==> src/rtl/seg_pkg.sv <==
// Shared 7-segment constants, tracker state type and the digit encode helper
// for the segment decoder and the display driver.
package seg_pkg;

    localparam int SEG_W = 7;
    localparam int CNT_W = 3;

    localparam logic [SEG_W-1:0] SEG_0     = 7'h7E;
    localparam logic [SEG_W-1:0] SEG_1     = 7'h30;
    localparam logic [SEG_W-1:0] SEG_2     = 7'h6D;
    localparam logic [SEG_W-1:0] SEG_3     = 7'h79;
    localparam logic [SEG_W-1:0] SEG_4     = 7'h33;
    localparam logic [SEG_W-1:0] SEG_5     = 7'h5B;
    localparam logic [SEG_W-1:0] SEG_6     = 7'h5F;
    localparam logic [SEG_W-1:0] SEG_7     = 7'h70;
    localparam logic [SEG_W-1:0] SEG_BLANK = 7'h00;

    localparam int SEG_A = 6;
    localparam int SEG_B = 5;
    localparam int SEG_C = 4;
    localparam int SEG_D = 3;
    localparam int SEG_E = 2;
    localparam int SEG_F = 1;
    localparam int SEG_G = 0;

    typedef enum logic [1:0] {
        TRK_TRACK = 2'd0,
        TRK_COUNT = 2'd1,
        TRK_EVENT = 2'd2,
        TRK_HOLD  = 2'd3
    } trk_state_e;

    function automatic logic [SEG_W-1:0] seg_encode(input logic [CNT_W-1:0] c);
        logic [SEG_W-1:0] p;
        case (c)
            3'd0:    p = SEG_0;
            3'd1:    p = SEG_1;
            3'd2:    p = SEG_2;
            3'd3:    p = SEG_3;
            3'd4:    p = SEG_4;
            3'd5:    p = SEG_5;
            3'd6:    p = SEG_6;
            3'd7:    p = SEG_7;
            default: p = SEG_BLANK;
        endcase
        return p;
    endfunction

endpackage

==> src/rtl/seg_decoder_lookup.sv <==
// Combinational segment pattern classifier: pattern -> {legal, is_blank, count}.
module seg_lookup
    import seg_pkg::*;
(
    input  logic [SEG_W-1:0] pattern,
    output logic             legal,
    output logic             is_blank,
    output logic [CNT_W-1:0] count
);

    assign is_blank = (pattern == SEG_BLANK);

    // decode a legal digit pattern back to its count
    always_comb begin
        legal = 1'b1;
        count = 3'd0;
        case (pattern)
            SEG_0:   count = 3'd0;
            SEG_1:   count = 3'd1;
            SEG_2:   count = 3'd2;
            SEG_3:   count = 3'd3;
            SEG_4:   count = 3'd4;
            SEG_5:   count = 3'd5;
            SEG_6:   count = 3'd6;
            SEG_7:   count = 3'd7;
            default: legal = 1'b0;
        endcase
    end

endmodule

==> src/rtl/seg_decoder.sv <==
// Recovers a 3-bit count from a 7-segment bus: synchronise, debounce, decode, buffer.
// Build option SEG_DEC_ACTIVE_LOW_EN inverts the synchronised sample for common-anode displays.
module seg_decoder
    import seg_pkg::*;
#(
    parameter int STABLE_CYCLES = 4,
    parameter int SYNC_STAGES   = 2
) (
    input  logic             clk,
    input  logic             reset,
    input  logic [SEG_W-1:0] lights,
    output logic [CNT_W-1:0] count_out,
    output logic             out_valid,
    input  logic             out_ready,
    output logic             pattern_err,
    output logic             overrun
);

    localparam logic [3:0] STAB_LAST = 4'(STABLE_CYCLES - 1);

    logic [SEG_W-1:0] sync_r [SYNC_STAGES];
    logic [SEG_W-1:0] sample_s;
    logic [SEG_W-1:0] prev_r;
    logic [SEG_W-1:0] prev_nxt_s;
    logic [3:0]       stab_cnt_r;
    logic [3:0]       stab_cnt_nxt_s;
    logic             armed_r;
    logic             armed_nxt_s;
    trk_state_e       trk_state_s;
    logic             event_s;
    logic             lk_legal_s;
    logic             lk_blank_s;
    logic [CNT_W-1:0] lk_count_s;

    // segment bus synchroniser chain
    always_ff @(posedge clk or posedge reset) begin
        if (reset) begin
            for (int i = 0; i < SYNC_STAGES; i++) sync_r[i] <= {SEG_W{1'b0}};
        end else begin
            sync_r[0] <= lights;
            for (int i = 1; i < SYNC_STAGES; i++) sync_r[i] <= sync_r[i-1];
        end
    end

`ifdef SEG_DEC_ACTIVE_LOW_EN
    assign sample_s = ~sync_r[SYNC_STAGES-1];
`else
    assign sample_s = sync_r[SYNC_STAGES-1];
`endif

    // classify this cycle's tracker action and compute its next state
    always_comb begin
        prev_nxt_s     = prev_r;
        stab_cnt_nxt_s = stab_cnt_r;
        armed_nxt_s    = armed_r;
        if (sample_s != prev_r) begin
            trk_state_s = TRK_TRACK;
        end else if (stab_cnt_r < STAB_LAST) begin
            trk_state_s = TRK_COUNT;
        end else if (armed_r) begin
            trk_state_s = TRK_EVENT;
        end else begin
            trk_state_s = TRK_HOLD;
        end
        case (trk_state_s)
            TRK_TRACK: begin
                prev_nxt_s     = sample_s;
                stab_cnt_nxt_s = 4'd0;
                armed_nxt_s    = 1'b1;
            end
            TRK_COUNT: stab_cnt_nxt_s = stab_cnt_r + 4'd1;
            TRK_EVENT: armed_nxt_s = 1'b0;
            TRK_HOLD:  armed_nxt_s = armed_r;
            default:   armed_nxt_s = armed_r;
        endcase
    end

    // stability tracker registers
    always_ff @(posedge clk or posedge reset) begin
        if (reset) begin
            prev_r     <= SEG_BLANK;
            stab_cnt_r <= 4'd0;
            armed_r    <= 1'b0;
        end else begin
            prev_r     <= prev_nxt_s;
            stab_cnt_r <= stab_cnt_nxt_s;
            armed_r    <= armed_nxt_s;
        end
    end

    assign event_s = (trk_state_s == TRK_EVENT);

    seg_lookup u_lookup (
        .pattern  (prev_r),
        .legal    (lk_legal_s),
        .is_blank (lk_blank_s),
        .count    (lk_count_s)
    );

    // one-deep output buffer, error pulse and sticky overrun flag
    always_ff @(posedge clk or posedge reset) begin
        if (reset) begin
            count_out   <= 3'd0;
            out_valid   <= 1'b0;
            pattern_err <= 1'b0;
            overrun     <= 1'b0;
        end else begin
            pattern_err <= event_s & ~lk_legal_s & ~lk_blank_s;
            if (event_s && lk_legal_s) begin
                // a handshake this cycle frees the slot for the new count
                if (!out_valid || out_ready) begin
                    count_out <= lk_count_s;
                    out_valid <= 1'b1;
                end else begin
                    overrun <= 1'b1;
                end
            end else if (out_valid && out_ready) begin
                out_valid <= 1'b0;
            end
        end
    end

endmodule

==> config.mk <==
export PLATFORM = sky130hd
export DESIGN_NAME = seg_decoder
export DESIGN_NICKNAME = d
export VERILOG_FILES = /design/src/rtl/seg_pkg.sv /design/src/rtl/seg_decoder_lookup.sv /design/src/rtl/seg_decoder.sv
export SDC_FILE = /design/constraint.sdc
export NUM_CORES = 1
export LEC_CHECK = 0
export CORE_MARGIN = 2
export CORE_UTILIZATION = 40
export DETAILED_ROUTE_END_ITERATION = 7
export RECOVER_POWER = 100
export SETUP_SLACK_MARGIN = 0.4
export SLEW_MARGIN = 20
export SYNTH_ARGS = -nofsm -noshare
export SYNTH_HDL_FRONTEND = slang
export SYNTH_SLANG_ARGS = --single-unit
==> constraint.sdc <==
create_clock -name clk -period 2.8 [get_ports clk]
set_input_delay 0.56 -clock clk [delete_from_list [all_inputs] [get_ports clk]]
set_output_delay 0.56 -clock clk [all_outputs]
set_load 0.005 [all_outputs]
After elaboration in Yosys (flattened, before gate mapping)
Index checks and enable logic that the tools add are counted.
{"block": "totals", "reg_bits": 32, "inputBits": 10, "output_inout_bits": 6, "wordCells": 51}
{"block": "op_classes", "addsub": 1, "magnitude_cmp": 1, "eq_ne": 12, "n_mux": 10, "bitwise": 5, "reduce_logical": 13}
{"cell": "$eq 7x7->1 const B", "count": 6}
{"cell": "$pmux 3 s7", "count": 1}
{"cell": "$eq 7x6->1 const B", "count": 2}
{"cell": "$pmux 4 s2", "count": 1}
{"cell": "$reduce_or 8->1", "count": 1}
{"cell": "$logic_not 7->1", "count": 1}
{"cell": "$ne 7x7->1", "count": 1}
{"cell": "$reduce_and 2->1", "count": 3}
{"cell": "$reduce_bool 2->1", "count": 3}
{"cell": "$mux 1", "count": 5}
{"cell": "$add 4x1->4 const B", "count": 1}
{"cell": "$lt 4x2->1 const B", "count": 1}
{"cell": "$mux 2", "count": 2}
{"cell": "$not 1->1", "count": 3}
{"cell": "$and 1x1->1", "count": 2}
{"cell": "$eq 2x1->1 const B", "count": 1}
{"cell": "$eq 2x2->1 const B", "count": 1}
{"cell": "$logic_and 1x1->1", "count": 2}
{"cell": "$logic_not 2->1", "count": 1}
{"cell": "$ne 2x1->1 const B", "count": 1}
{"cell": "$pmux 1 s2", "count": 1}
{"cell": "$logic_not 1->1", "count": 1}
{"cell": "$logic_or 1x1->1", "count": 1}

Longest topological paths before layout
{"block": "logic_depth", "depth_word": 7, "mapped_depth": 6, "mapped_depth_nobuf": 5}

By module
From an unflattened synthesis, not the netlist that was laid out.
{"block": "unflattened", "cells_unflattened": 105, "area_unflattened_um2": 1350.0}
{"module": "seg_decoder", "n_inst": 1, "cells_each": 73, "area_each_um2": 1106.1, "seq_area_each_um2": 800.8}
{"module": "seg_lookup", "n_inst": 1, "cells_each": 32, "area_each_um2": 244.0, "seq_area_each_um2": 0.0}

Worst setup path after synthesis
OpenSTA, ideal clock, no wires.
{"block": "synth_timing", "kind": "register -> register", "startpoint": "register prev_r[3]", "endpoint": "register count_out[0]", "setup_ns": 0.125, "t_arrival_ns": 1.875, "required_time_ns": 2.675, "setup_slack_ns": 0.800, "path_stages_with_launch": 7, "path_buffers": 1, "period_less_slack_ns": 2.000, "cell_sequence": "dfrtp_1 -> buf_6 -> or3b_4 -> a2111oi_4 -> nor4_2 -> nor3_4 -> mux2_2"}
{"block": "synth_via", "elab_chain_cells": 5, "elab_cells_between_ends": 16, "cone_classes": "eq/ne (10); mux (3); reduce/logical (3)"}
{"element": "start: declaration", "line_no": "seg_decoder.sv:23", "text": "logic [SEG_W-1:0] prev_r;"}
{"element": "start signal: assignment", "line_no": "seg_decoder.sv:85", "text": "prev_r <= prev_nxt_s;"}
{"element": "$eq 7x7->1, or another cell as far along", "line_no": "seg_decoder_lookup.sv:17", "text": "case (pattern)"}
{"element": "$reduce_or 8->1 (no line) / $mux 2 (equally long branches)"}
{"element": "$mux 1 / $eq 2x2->1 (equally long branches)", "line_no": "seg_decoder_lookup.sv:17, seg_decoder.sv:91"}
{"element": "$logic_and 1x1->1", "line_no": "seg_decoder.sv:109", "text": "if (event_s && lk_legal_s) begin"}
{"element": "$reduce_and 2->1 (no line)"}
{"element": "end signal: assignment", "line_no": "seg_decoder.sv:112", "text": "count_out <= lk_count_s;"}
{"element": "end: declaration", "line_no": "seg_decoder.sv:12", "text": "output logic [CNT_W-1:0] count_out,"}
Several ways; a longest one is shown, not always the timed one.
A chain may end at the register's enable or synchronous reset.

Final worst setup path
{"block": "layout_timing", "startpoint": "register prev_r[5]", "endpoint": "register count_out[0]"}
Same word-level chain as after synthesis.

==> metrics.cfg <==
[route]
dr.pass1.iters = 4
ant_nets = 0
vias = 798
remaining_drc_errors = 0
drt-wirelength-per-cell_um = 12.8
drt-initial-drc-count = 22
drt-total-wl_um = 2030
vias_per_cell = 5.02

[power_and_ir_drop]
leakagePower_nw = 0.665
p_seq_frac = 0.601
p_comb_frac = 0.054
power_density_nw_per_um2 = 544
p_switching_mw = 0.182
ir_drop_uv = 273
p_sw_frac = 0.221
total_power_mw = 0.823
p_int_mw = 0.641
clkPwrFrac = 0.345

[synthesis]
yosysWarnings = 0
synth_cell_types = 35
synth-xor-area-share = 0.0533
synth_top_family_by_area = simple AND/OR/NAND/NOR gates
synthMuxAreaShare = 0.0248
netlist_instances = 105
syn_area_um2 = 1310
synth_nets = 116
synthAdderAreaFrac = 0.00952
async_flop_share = 1.00
yosysSeqAreaShare = 0.610
synth_compound_area_frac = 0.0714
synth_edf_count = 0
synth-simple-area-share = 0.175
synth_seq_cells = 32
ys.flop_type = dfrtp_1
syn_area_per_cell_um2 = 12.5

[clock_network]
cts_resized = 0
cts_tree = built
cts.sinks = 32
cts_root_buf = clkbuf_4
clk_pin_slew_ps = 100
postCtsSetupRepairBufs = 0
cts_buffers = 5
htree_levels = 2
ctsHoldBuffers = 0
clock_path_buffers = 2
clkLatencyLatePin_ps = 320

[sta]
worst_pin_slew_ps = 1610
fmax_mhz = 434
setup_viol = 0
hold_viol = 0
final.period_utilization = 0.822
slew_viol_final = 33
finalCriticalPeriod_ps = 2300
slew_headroom = -0.0715
fin_tns_setup_ps = 0
fin_skew_ps = 12.8
grt_setup_unrepaired = no

[layout]
fill_cells = 294
num-nets-final = 126
stdcell_area_um2 = 1510
area_growth_pct = 15.0
n_antenna_cell = 0
drive_above_1_share = 0.113
final_util = 0.491

[floorplan]
die_x_um = 61.3
die_h_um = 61.3
rows = 20
die_area_um2 = 3760
fp.coreArea_um2 = 3080
ioPinCount = 16
start_util = 0.427

[grt]
grt_overflow_total = 0
grt_pass1_wl_um = 3660
grt_max_degree = 33
grt_antenna_before_repair = 0
grt_pass1_vias = 825
grt_usage = 0.139

[critical_path]
reg2reg_slack_ps = 500
crit_fanout = 11
worstSetupPathType = flip-flop to flip-flop
critPathArrivalTime_ps = 2510
cp-end-kind = flip-flop
worstSetupStartpointType = flip-flop
critical_path_required_ps = 3010

[run_status]
run_status = complete, but fails checks
violations = capacitance limit, slew limit

[placed_design]
dp_hpwl_um = 1450
place_area_um2 = 1460
port_buffers = 15
place_congestion = 0.883

[job]
drv_cap = 1

[worst_hold_path]
hp-class = flip-flop to flip-flop

## final cells by class
type	count	area (um^2)	area share
clock buffer	7	65.1	0.0430
inverter	3	11.3	0.00745
multi-input combinational	57	425	0.281
sequential	32	801	0.530
tap	44	55.1	0.0364
timing repair buffer	16	154	0.102
## state kept, by name, summed over array words and instances (netlist names)
| signal | count |
|---|---|
| pattern_err | 1 |
| count_out | 3 |
| stab_cnt_r | 4 |
| sync_r | 7 |
| armed_r | 1 |
| out_valid | 1 |
| overrun | 1 |
| sample_s | 7 |
| prev_r | 7 |
## logic make-up after synthesis
group / Yosys count
mux: 3
flops: 32
compound gates: 11
fa+ha+maj: 1
simple gates: 34
xor+xnor: 8
buf+inv: 16
## routing by layer
layer	share of wire	wire length [um]	global-route usage
met5	0	0	0
met4	0.014	29	0.0652
met3	0.059	120	0.0504
met2	0.52	1050	0.228
met1	0.41	824	0.164
## power by group through the flow
stage / clock [mW] / sequential [mW] / combinational, mW
global route: 0.315 / 0.498 / 0.0510
global placement: 0 / 0.503 / 0.0479
floorplan: 0 / 0.492 / 0.0442
detailed placement: 0 / 0.504 / 0.0486
CTS: 0.297 / 0.495 / 0.0488
finish: 0.284 / 0.494 / 0.0440
## cells in the final DEF (no fill, tap or decap), drive strengths merged, types with 2 or more instances in the layout
| cell | Yosys | routed |
|---|---|---|
| a21o | 2 | 2 |
| a31oi | 3 | 3 |
| and3 | 2 | 2 |
| clkbuf | 7 | 8 |
| clkdlybuf4s50 | 0 | 2 |
| dfrtp | 32 | 32 |
| dlygate4sd3 | 0 | 13 |
| inv | 3 | 3 |
| mux2 | 2 | 2 |
| nand2 | 5 | 5 |
| nand4b | 2 | 2 |
| nor2 | 5 | 5 |
| nor2b | 2 | 2 |
| nor3 | 4 | 4 |
| nor3b | 2 | 2 |
| nor4 | 4 | 4 |
| or4bb | 2 | 2 |
| xor2 | 7 | 7 |
## cell usage after synthesis, types with 2 or more instances
master	instances	share of area
buf_2	5	0.019
clkbuf_1	7	0.020
a31oi_1	3	0.014
and3_1	2	0.0095
nand2_1	5	0.014
dfrtp_1	32	0.61
a21o_1	2	0.011
nor4_1	2	0.0095
inv_1	3	0.0086
nor4_2	2	0.019
xor2_1	7	0.047
nor2b_1	2	0.0095
mux2_2	2	0.017
nor3b_1	2	0.011
nor2_1	5	0.014
nor3_1	3	0.011
or4bb_1	2	0.017
nand4b_1	2	0.013
## critical path, stage by stage, from the launching register on
cell       delay, ps
dfrtp_1          530
or3b_1           430
a2111oi_4        370
nor4_2           110
nor3_1           380
mux2_2           380
## per-stage QoR
stage	cells	hold slack (ps)	setup WS [ps]
6_report	159	340	498
5_1_grt	159	360	347
4_1_cts	159	347	632
3_5_place_dp	152	335	643
3_3_place_gp	152	332	667
2_1_floorplan	105	331	800
## worst paths after layout
check / depth (start not counted) / startpoint / endpoint
max: 5 / prev_r[5] / count_out[0]
min: 0 / sync_r[9] / sample_s[2]
max reg2reg: 5 / prev_r[5] / count_out[0]
min reg2reg: 0 / sync_r[9] / sample_s[2]
max in group asynchronous: 3 / reset / stab_cnt_r[1]
min in group asynchronous: 3 / reset / sample_s[2]
No activity file was read; power rests on OpenSTA's default activity.
